==> config.mk <==
export PLATFORM = sky130hd
export DESIGN_NAME = dc_bank_requester
export DESIGN_NICKNAME = d
export VERILOG_FILES = /design/src/rtl/dc_req_pkg.sv /design/src/rtl/dc_addr_field_decode.sv /design/src/rtl/dc_bank_requester.sv
export SDC_FILE = /design/constraint.sdc
export NUM_CORES = 1
export LEC_CHECK = 0
export CAP_MARGIN = 10
export CORE_MARGIN = 5
export CORE_UTILIZATION = 35
export CTS_CLUSTER_SIZE = 14
export DETAILED_ROUTE_END_ITERATION = 12
export DONT_BUFFER_PORTS = 1
export PLACE_DENSITY = 0.49
export RECOVER_POWER = 50
export SLEW_MARGIN = 20
export SYNTH_ARGS = -nofsm -noshare
export SYNTH_HDL_FRONTEND = slang
export SYNTH_SLANG_ARGS = --single-unit
==> constraint.sdc <==
create_clock -name clk -period 2.1 [get_ports clk]
set_input_delay 0.42 -clock clk [delete_from_list [all_inputs] [get_ports clk]]
set_output_delay 0.42 -clock clk [all_outputs]
set_load 0.01 [all_outputs]
==> src/rtl/dc_req_pkg.sv <==
// Shared types and address-field layout for the DC data-bank requester.
// Holds the op encoding, the bank beat format and the requester FSM states.
package dc_req_pkg;

  localparam int NBANKS_DEF = 16;
  localparam int AW_DEF     = 12;

  localparam int BANK_LSB  = 2;
  localparam int BANK_MSB  = 5;
  localparam int INDEX_LSB = 6;
  localparam int INDEX_MSB = 10;
  localparam int ROW_BIT   = 11;

  typedef enum logic [2:0] {
    OP_LD32 = 3'd0,
    OP_LD64 = 3'd1,
    OP_ST32 = 3'd2,
    OP_ST64 = 3'd3,
    OP_INV  = 3'd4
  } op_e;

  typedef enum logic [1:0] {
    S_IDLE  = 2'd0,
    S_ISSUE = 2'd1,
    S_WAIT  = 2'd2,
    S_RESP  = 2'd3
  } req_state_e;

  typedef struct packed {
    logic [3:0]  valid;
    logic [31:0] data;
  } beat_t;

endpackage

==> src/rtl/dc_addr_field_decode.sv <==
// Combinational split of a byte address into bank one-hot, index and row,
// plus the illegal/misaligned op check; zero latency, no flow control.
module dc_addr_field_decode
  import dc_req_pkg::*;
#(
  parameter int NBANKS = NBANKS_DEF,
  parameter int AW     = AW_DEF,
  localparam int BW    = $clog2(NBANKS)
) (
  input  logic [AW-1:0]     addr,
  input  logic [2:0]        op,
  input  logic [BW-1:0]     beat,
  output logic [NBANKS-1:0] bank_sel,
  output logic [4:0]        index,
  output logic              row,
  output logic              err
);

  logic [BW-1:0] bank_num;
  logic          is_x64;
  logic          unused_byte;

  assign is_x64 = (op == OP_LD64) || (op == OP_ST64);

  // 64-bit ops cover an even/odd bank pair; the beat picks the half.
  always_comb begin
    bank_num = addr[BANK_MSB:BANK_LSB];
    if (is_x64) begin
      bank_num = {addr[BANK_MSB:BANK_LSB+1], beat[0]};
    end else if (op == OP_INV) begin
      bank_num = beat;
    end
  end

  assign bank_sel    = NBANKS'(1) << bank_num;
  assign index       = addr[INDEX_MSB:INDEX_LSB];
  assign row         = addr[ROW_BIT];
  assign err         = (op > OP_INV) || (is_x64 && addr[2]);
  assign unused_byte = ^addr[1:0];

endmodule

==> src/rtl/dc_bank_requester.sv <==
// Core-to-databank requester: one op in flight, 1/2/NBANKS bank beats, one core response.
// Latency x32 3, x64 5, INV 2*NBANKS+1 cycles; bank/core retry hold the current beat/response stable.
module dc_bank_requester
  import dc_req_pkg::*;
#(
  parameter int NBANKS = NBANKS_DEF,
  parameter int AW     = AW_DEF
) (
  input  logic              clk,
  input  logic              reset,
  input  logic              core_req_valid,
  output logic              core_req_retry,
  input  logic [2:0]        core_req_op,
  input  logic [AW-1:0]     core_req_addr,
  input  logic [2:0]        core_req_way,
  input  logic [63:0]       core_req_data,
  input  logic [7:0]        core_req_mask,
  output logic              core_ack_valid,
  input  logic              core_ack_retry,
  output logic [63:0]       core_ack_data,
  output logic              core_ack_miss,
  output logic              core_ack_err,
  output logic [NBANKS-1:0] bank_sel,
  output logic              bank_req_valid,
  input  logic              bank_req_retry,
  output logic              bank_write,
  output logic [2:0]        bank_way_no,
  output logic              bank_row_even_odd,
  output logic [4:0]        bank_req_index,
  output logic [35:0]       bank_req_data,
  input  logic              bank_ack_valid,
  output logic              bank_ack_retry,
  input  logic [35:0]       bank_ack_data
);

  localparam int BW = $clog2(NBANKS);

  req_state_e    state_q, state_d;
  logic [2:0]    op_q, op_d;
  logic [AW-1:0] addr_q, addr_d;
  logic [2:0]    way_q, way_d;
  logic [63:0]   wdata_q, wdata_d;
  logic [7:0]    mask_q, mask_d;
  logic [BW-1:0] beat_q, beat_d;
  logic [63:0]   rdata_q, rdata_d;
  logic          miss_q, miss_d;
  logic          err_q, err_d;

  logic [AW-1:0]     dec_addr;
  logic [2:0]        dec_op;
  logic [NBANKS-1:0] dec_sel;
  logic [4:0]        dec_index;
  logic              dec_row;
  logic              dec_err;
  logic [BW-1:0]     last_beat;
  logic              is_load;
  logic              is_write;
  beat_t             ack_beat;

  // The error check needs the live op at acceptance; every other cycle sees registers only.
  assign dec_addr = (state_q == S_IDLE) ? core_req_addr : addr_q;
  assign dec_op   = (state_q == S_IDLE) ? core_req_op   : op_q;
  assign ack_beat = bank_ack_data;

  dc_addr_field_decode #(.NBANKS(NBANKS), .AW(AW)) u_decode (
    .addr     (dec_addr),
    .op       (dec_op),
    .beat     (beat_q),
    .bank_sel (dec_sel),
    .index    (dec_index),
    .row      (dec_row),
    .err      (dec_err)
  );

  assign is_load  = (op_q == OP_LD32) || (op_q == OP_LD64);
  assign is_write = (op_q == OP_ST32) || (op_q == OP_ST64) || (op_q == OP_INV);

  always_comb begin
    last_beat = '0;
    case (op_q)
      OP_LD64, OP_ST64: last_beat = BW'(1);
      OP_INV:           last_beat = BW'(NBANKS - 1);
      default:          last_beat = '0;
    endcase
  end

  always_comb begin
    state_d = state_q;
    op_d    = op_q;
    addr_d  = addr_q;
    way_d   = way_q;
    wdata_d = wdata_q;
    mask_d  = mask_q;
    beat_d  = beat_q;
    rdata_d = rdata_q;
    miss_d  = miss_q;
    err_d   = err_q;

    core_req_retry    = reset || (state_q != S_IDLE);
    core_ack_valid    = 1'b0;
    bank_req_valid    = 1'b0;
    bank_ack_retry    = 1'b1;
    bank_sel          = '0;
    bank_write        = 1'b0;
    bank_way_no       = '0;
    bank_row_even_odd = 1'b0;
    bank_req_index    = '0;
    bank_req_data     = '0;
    core_ack_data     = '0;
    core_ack_miss     = 1'b0;
    core_ack_err      = 1'b0;

    case (state_q)
      S_IDLE: begin
        if (core_req_valid) begin
          op_d    = core_req_op;
          addr_d  = core_req_addr;
          way_d   = core_req_way;
          wdata_d = core_req_data;
          mask_d  = core_req_mask;
          beat_d  = '0;
          rdata_d = '0;
          miss_d  = 1'b0;
          err_d   = dec_err;
          state_d = dec_err ? S_RESP : S_ISSUE;
        end
      end
      S_ISSUE: begin
        bank_req_valid    = 1'b1;
        bank_sel          = dec_sel;
        bank_write        = is_write;
        bank_way_no       = way_q;
        bank_row_even_odd = dec_row;
        bank_req_index    = dec_index;
        if (op_q != OP_INV) begin
          bank_req_data = beat_q[0] ? {mask_q[7:4], wdata_q[63:32]}
                                    : {mask_q[3:0], wdata_q[31:0]};
        end
        if (!bank_req_retry) begin
          state_d = S_WAIT;
        end
      end
      S_WAIT: begin
        bank_ack_retry = 1'b0;
        if (bank_ack_valid) begin
          if (is_load) begin
            if (beat_q[0]) rdata_d[63:32] = ack_beat.data;
            else           rdata_d[31:0]  = ack_beat.data;
            miss_d = miss_q || (ack_beat.valid != 4'hF);
          end
          // Counter stops at the last beat so it never wraps mid-op.
          if (beat_q == last_beat) begin
            state_d = S_RESP;
          end else begin
            beat_d  = beat_q + BW'(1);
            state_d = S_ISSUE;
          end
        end
      end
      S_RESP: begin
        core_ack_valid = 1'b1;
        core_ack_data  = rdata_q;
        core_ack_miss  = miss_q;
        core_ack_err   = err_q;
        if (!core_ack_retry) begin
          state_d = S_IDLE;
        end
      end
      default: state_d = S_IDLE;
    endcase
  end

  always_ff @(posedge clk) begin
    if (reset) begin
      state_q <= S_IDLE;
      op_q    <= '0;
      addr_q  <= '0;
      way_q   <= '0;
      wdata_q <= '0;
      mask_q  <= '0;
      beat_q  <= '0;
      rdata_q <= '0;
      miss_q  <= 1'b0;
      err_q   <= 1'b0;
    end else begin
      state_q <= state_d;
      op_q    <= op_d;
      addr_q  <= addr_d;
      way_q   <= way_d;
      wdata_q <= wdata_d;
      mask_q  <= mask_d;
      beat_q  <= beat_d;
      rdata_q <= rdata_d;
      miss_q  <= miss_d;
      err_q   <= err_d;
    end
  end

endmodule

# ---- Word-level counts from Yosys, hierarchy flattened
# Index checks and enable logic that the tools add are counted.
dict set report op_classes {
  n_reduce_logical 19
  eq_ne 21
  shift 1
  magnitude_cmp 1
  mux 40
  add_sub_neg 1
}
# operator count
set ops {}
lappend ops {{two-way mux 64 bit} 4}
lappend ops {{one-hot mux 64 bit (2 select lines)} 1}
lappend ops {{two-way mux 36 bit} 3}
lappend ops {{two-way mux 32 bit} 2}
lappend ops {{two-way mux 4 bit} 5}
lappend ops {{two-way mux 16 bit} 1}
lappend ops {{!= test 2 bit, second input constant} 8}
lappend ops {{one-hot mux 4 bit (2 select lines)} 2}
lappend ops {{left shift 1 x 4 -> 16 bit, first input constant} 1}
lappend ops {{two-way mux 12 bit} 1}
lappend ops {{two-way mux 2 bit} 6}
lappend ops {{AND reduction 4 bit} 3}
lappend ops {{two-way mux 1 bit} 10}
lappend ops {{AND reduction 5 bit} 2}
lappend ops {{== test 3 x 2 -> 1 bit, second input constant} 3}
lappend ops {{one-hot mux 2 bit (4 select lines)} 1}
lappend ops {{logical OR 1 bit} 7}
lappend ops {{== test 3 x 1 -> 1 bit, second input constant} 2}
lappend ops {{== test 3 bit, second input constant} 2}
lappend ops {{two-way mux 3 bit} 2}
lappend ops {{two-way mux 5 bit} 1}
lappend ops {{adder 4 x 1 -> 4 bit, second input constant} 1}
lappend ops {{== test 2 bit, second input constant} 2}
lappend ops {{== test 4 bit} 1}
lappend ops {{other kinds (11)} 12}
dict set report totals {
  wordCells 94
  inputBits 132
  ff_bits 162
}

# ---- Depth between registers and ports, before layout
dict set report depth {
  ltp_word 9
  mapped_depth 8
  ltp_nobuf 6
}

# ---- By module
# Synthesis repeated with hierarchy kept, for this count alone.
dict set report hier_totals {
  cells_unflattened 1004
  area_unflattened_um2 7559.8
}
# mod n_inst cells_per_inst area_each_um2 seq_area_each_um2
set modules_own_cells {}
lappend modules_own_cells {dc_bank_requester 1 956 7215.7 3243.1}
lappend modules_own_cells {dc_addr_field_decode 1 48 344.1 0.0}

# ---- Worst setup path after synthesis
# No wires, ideal clock.
dict set report synth_path {
  kind {input-to-output}
  from {input port core_req_op[0]}
  to {output port bank_sel[14]}
  n_path_buf 0
  stages 5
  required_time_ps 1680
  t_arrival_ps 1977
  setup_slack_ps -297
  cell_sequence {or4_4 -> o31a_2 -> mux2i_4 -> mux2_4 -> nor3_1}
}
dict set report synth_via {
  elab_chain_cells 6
  elab_cells_between_ends 9
  classes_between {eq/ne (3); shift (1); mux (4); reduce/logical (1)}
}
# item line_no
set synth_lines {}
lappend synth_lines {{from (decl)} dc_bank_requester.sv:13} ;# input logic [2:0] core_req_op,
lappend synth_lines {{two-way mux 3 bit (*)} dc_bank_requester.sv:62} ;# assign dec_op = (state_q == S_IDLE) ? core_req_op : op_q;
lappend synth_lines {{== test 3 bit (tied with other cells)} dc_addr_field_decode.sv:30} ;# end else if (op == OP_INV) begin
lappend synth_lines {{two-way mux 4 bit or logical OR 1 bit (tied branches)} {dc_addr_field_decode.sv:30, dc_addr_field_decode.sv:23}}
lappend synth_lines {{two-way mux 4 bit (*)} dc_addr_field_decode.sv:28} ;# if (is_x64) begin
lappend synth_lines {{left shift 1 x 4 -> 16 bit (*)} dc_addr_field_decode.sv:35} ;# assign bank_sel = NBANKS'(1) << bank_num;
lappend synth_lines {{two-way mux 16 bit (*)} dc_bank_requester.sv:113} ;# case (state_q)
lappend synth_lines {{to (decl)} dc_bank_requester.sv:23} ;# output logic [NBANKS-1:0] bank_sel,
# Every way passes the cells marked *; elsewhere a longest branch is shown, timed or not.

# ---- Worst setup path after layout
dict set report layout_path {
  from {register state_q[1]}
  to {output port bank_sel[10]}
}
dict set report layout_via {
  elab_chain_cells 7
  elab_cells_between_ends 12
  classes_between {eq/ne (4); shift (1); mux (5); reduce/logical (2)}
}
# item line_no
set layout_lines {}
lappend layout_lines {{from (decl)} dc_bank_requester.sv:38} ;# req_state_e state_q, state_d;
lappend layout_lines {{from (signal assigned)} dc_bank_requester.sv:186} ;# state_q <= state_d;
lappend layout_lines {{logical NOT 2 bit} {dc_bank_requester.sv:61, dc_bank_requester.sv:62}}
lappend layout_lines {{two-way mux 3 bit} dc_bank_requester.sv:62}
lappend layout_lines {{== test 3 bit (tied with other cells)} dc_addr_field_decode.sv:30}
lappend layout_lines {{two-way mux 4 bit or logical OR 1 bit (tied branches)} {dc_addr_field_decode.sv:30, dc_addr_field_decode.sv:23}}
lappend layout_lines {{two-way mux 4 bit} dc_addr_field_decode.sv:28}
lappend layout_lines {{left shift 1 x 4 -> 16 bit} dc_addr_field_decode.sv:35}
lappend layout_lines {{two-way mux 16 bit (*)} dc_bank_requester.sv:113}
# Marks and branches as above.

==> summary.txt <==
Clock network
  – Clock Sinks: 160
  – Reg clk slew, reported paths: 60 ps
  – CTS buffer count: 17
  – Htree depth: 4
  – Hold buffer count at cts: 0
  – CTS tree: yes
  – Worst-Skew Late Latency: 420 ps
  – CTS root buffer: clkbuf_16
  – Clock buffer depth: 2

Worst setup path
  – Critical path's slowest cell: or4_4
  – Worst Setup SP: state_q[1]
  – Crit. End Element: output port
  – Worst reg2reg setup slack: -20 ps
  – CP required: 1680 ps
  – RR Endpoint: rdata_q[48]
  – End point of the critical path: bank_sel[10]
  – Worst path cell trace: or4_4 -> o31a_4 -> mux2i_4 -> mux2_4 -> nor2_2
  – Worst r2r path cells: 10
  – Kind of critical path: flop to output port
  – CP peak stage delay: 520 ps
  – Worst r2r src: state_q[0]
  – Crit path DAT: 2240 ps
  – CP Launch Type: flop
  – Worst Path Max Fanout: 8

Synthesis
  – Mux contribution to synthesized area: 7.22%
  – Largest family of logic cells by synthesized area: simple AND/OR/NAND/NOR gates
  – Simple-gate area share of the yosys netlist: 30.3%
  – Synthesized area: 7370 µm²
  – Mapped Cells: 966
  – Unique masters post-synth: 46
  – XOR/XNOR Fraction of Synth Area: 0.119%
  – Seq/Total Area, Yosys: 43.5%
  – Flops & latches, synth: 160
  – Compound-gate portion of the synthesized area: 14.1%
  – Top cells by area, synth: dfxtp_1 (43%), nand2_1 (11%), a21oi_1 (11%)
  – Main flop type after synthesis: dfxtp_1
  – Post-synthesis adder-cell area fraction: 0.170%
  – Post-synth EDFFs: 0
  – Ys Warns: 0
  – Syn Area/Cell: 7.63 µm²
  – Area leader, netlist: dfxtp_1
  – Top cell type's share of synthesized area: 43.5%
  – Post-Syn Nets: 1,099
  – Asr flop ratio synth: 0%

Detailed routing
  – Drt first pass iters: 4
  – Wire per inst: 18.9 µm
  – DRC errors left: 0
  – Vias: 6,763
  – WL final: 24,300 µm
  – Initial DRC count: 389
  – Routed Antenna Nets: 0
  – Vias per cell: 5.28

Worst hold path
  – Min-delay worst type: input pin to flop

Power and ir drop
  – Leakage power: 3.50 nW
  – Maximum VDD drop: 0.474 mV
  – Final Power: 8.18 mW
  – Pwr per Cell Area: 839 nW/µm²

Timing
  – Skew final: 11.7 ps
  – RSZ-0062 raised after global routing: yes
  – Slew margin rel.: 62.9%
  – Crit share post-route: 127%
  – Final Critical Period: 2660 ps
  – Setup TNS: -21,020 ps
  – Setup ws final: -558 ps
  – Fmax achieved: 376 MHz
  – Worst-margin pin slew: 557 ps
  – Final Hold Fails: 0
  – Max-slew violations: 0
  – Setup violations, final: 134

Die
  – Die Wd: 155 µm
  – Core ar.: 20,900 µm²
  – Initial Utilization: 35.3%
  – FP Rows: 53
  – Die Height: 155 µm
  – DIE AREA: 24,100 µm²
  – Io pins: 264

Layout
  – Fin nets: 1,128
  – # fillers: 2,129
  – Post-route cell area: 9760 µm²
  – Share of layout cells above drive strength 1: 24.1%
  – # diodes: 0
  – Final cell count without fillers: 1,282
  – Area Overhead vs Synth: 32.4%

Placed design
  – Routability Congestion: 0.754
  – Area after DPL: 8090 µm²
  – Dpl cells: 1,225
  – Post-DP HPWL: 15,000 µm
  – I/O Buffers: 0

Global route
  – Vias in the first global route: 6,735
  – Grt ovf: 0
  – First-pass GRT wire length: 37,600 µm
  – Overall routing resource usage: 19.4%
  – Largest net degree at the start of global routing: 160
  – Initial antenna violation count: 0

Run status
  – Failing checks: negative setup slack
  – Status: finished with violations

Job
  – Max-cap viol count: 0
[kinds of logic (layout without fill, tap and decap cells)]
| group | after synthesis | count (layout) |
|---|---|---|
| buf+inv | 88 | 129 |
| fa+ha+maj | 1 | 1 |
| flops | 160 | 160 |
| compound gates | 190 | 190 |
| simple gates | 478 | 478 |
| mux | 48 | 48 |
| xor+xnor | 1 | 1 |
[cell usage in the layout, fill, tap and decap left out, drive strengths merged, types with 2 or more instances in the layout]
| cell | n |
|---|---|
| a211oi | 6 |
| a21o | 3 |
| a21oi | 161 |
| a41oi | 2 |
| and2 | 12 |
| and3 | 68 |
| buf | 85 |
| clkbuf | 27 |
| clkinv | 4 |
| clkinvlp | 3 |
| dfxtp | 160 |
| inv | 10 |
| mux2 | 5 |
| mux2i | 42 |
| nand2 | 219 |
| nand2b | 35 |
| nand3 | 67 |
| nor2 | 59 |
| nor2b | 4 |
| nor3 | 6 |
| nor4b | 2 |
| o21ai | 3 |
| o22ai | 6 |
| o31ai | 3 |
[synthesized netlist by cell type (2+ instances only)]
library cell and n:
o21ai_0 3, o22ai_1 6, buf_2 7, mux2_2 4
buf_1 2, nor2_1 58, and3_1 68, nand2_1 219
a21o_1 3, a21oi_1 160, clkbuf_1 73, nand3_1 67
nor2b_1 4, nor3_1 6, and2_1 12, mux2i_4 2
dfxtp_1 160, nor4b_1 2, a41oi_1 2, a211oi_1 5
nand2b_1 35, o31ai_1 2, mux2i_1 39, inv_1 5
[worst max-delay path, delay by kind of cell (launching register included)]
kind | cells | cell delay [ps]
flops | 1 | 360
mux | 2 | 600
compound gates | 1 | 160
simple gates | 2 | 710
[repair_timing]
action / 4_1_cts / 5_1_grt
setup endpoints to repair: 120 / 93
setup buffers: 15 / 6
resized for setup: 136 / 94
cloned: 8 / 1
pin swaps: 18 / 39
endpoints found under the hold margin: 0 / 0
[cell type report]
type,count,area [µm²],share of cell area (%)
Tap cell,275,344,3.53
Sequential cell,160,3220,33.0
Inverter,5,21.3,0.218
Multi-Input combinational cell,718,4480,45.9
Clock inverter,12,100,1.03
Clock buffer,19,443,4.54
Timing Repair Buffer,93,1150,11.8
[registers in the layout (all words and copies together) (netlist names)]
name and count:
rdata_q 64, way_q 3, miss_q 1, op_q 3, mask_q 8, beat_q 4
addr_q 10, state_q 2, wdata_q 64, err_q 1
[per-layer routing]
layer	up-vias	routed length (µm)	global-route usage, %
met5	-	0	0
met1	3218	10500	24.6
li1	3341	-	-
met3	23	1810	6.90
met4	0	366	4.84
met2	181	11600	31.6
[worst min-delay path by stage]
stage | slack, ps | start | cells after the start | to
floorplan | 430 | addr_q[10] | 2 | addr_q[10]
global placement | 430 | rdata_q[2] | 2 | rdata_q[2]
detailed placement | 440 | addr_q[11] | 2 | addr_q[11]
CTS | 50 | reset | 1 | rdata_q[37]
global route | 60 | reset | 1 | rdata_q[32]
finish | 100 | reset | 1 | state_q[0]
[where the power goes]
group	total, mW	switching [mW]	internal [mW]	leakage, nW
Combinational	1.94	1.15	0.792	1.94
Sequential	3.33	0.105	3.23	1.31
Clock	2.91	1.34	1.57	0.259
[stage by stage]
step                      setup slack, ps  hold slack, ps  util, %
after floorplan                      -173             432        -
after global placement               -230             434     38.7
after detailed placement             -237             438     38.7
after CTS                            -564            54.1     45.5
after global routing                 -638            55.6     46.7
final                                -558            99.0     46.7
(Power assumes the default switching activity.)
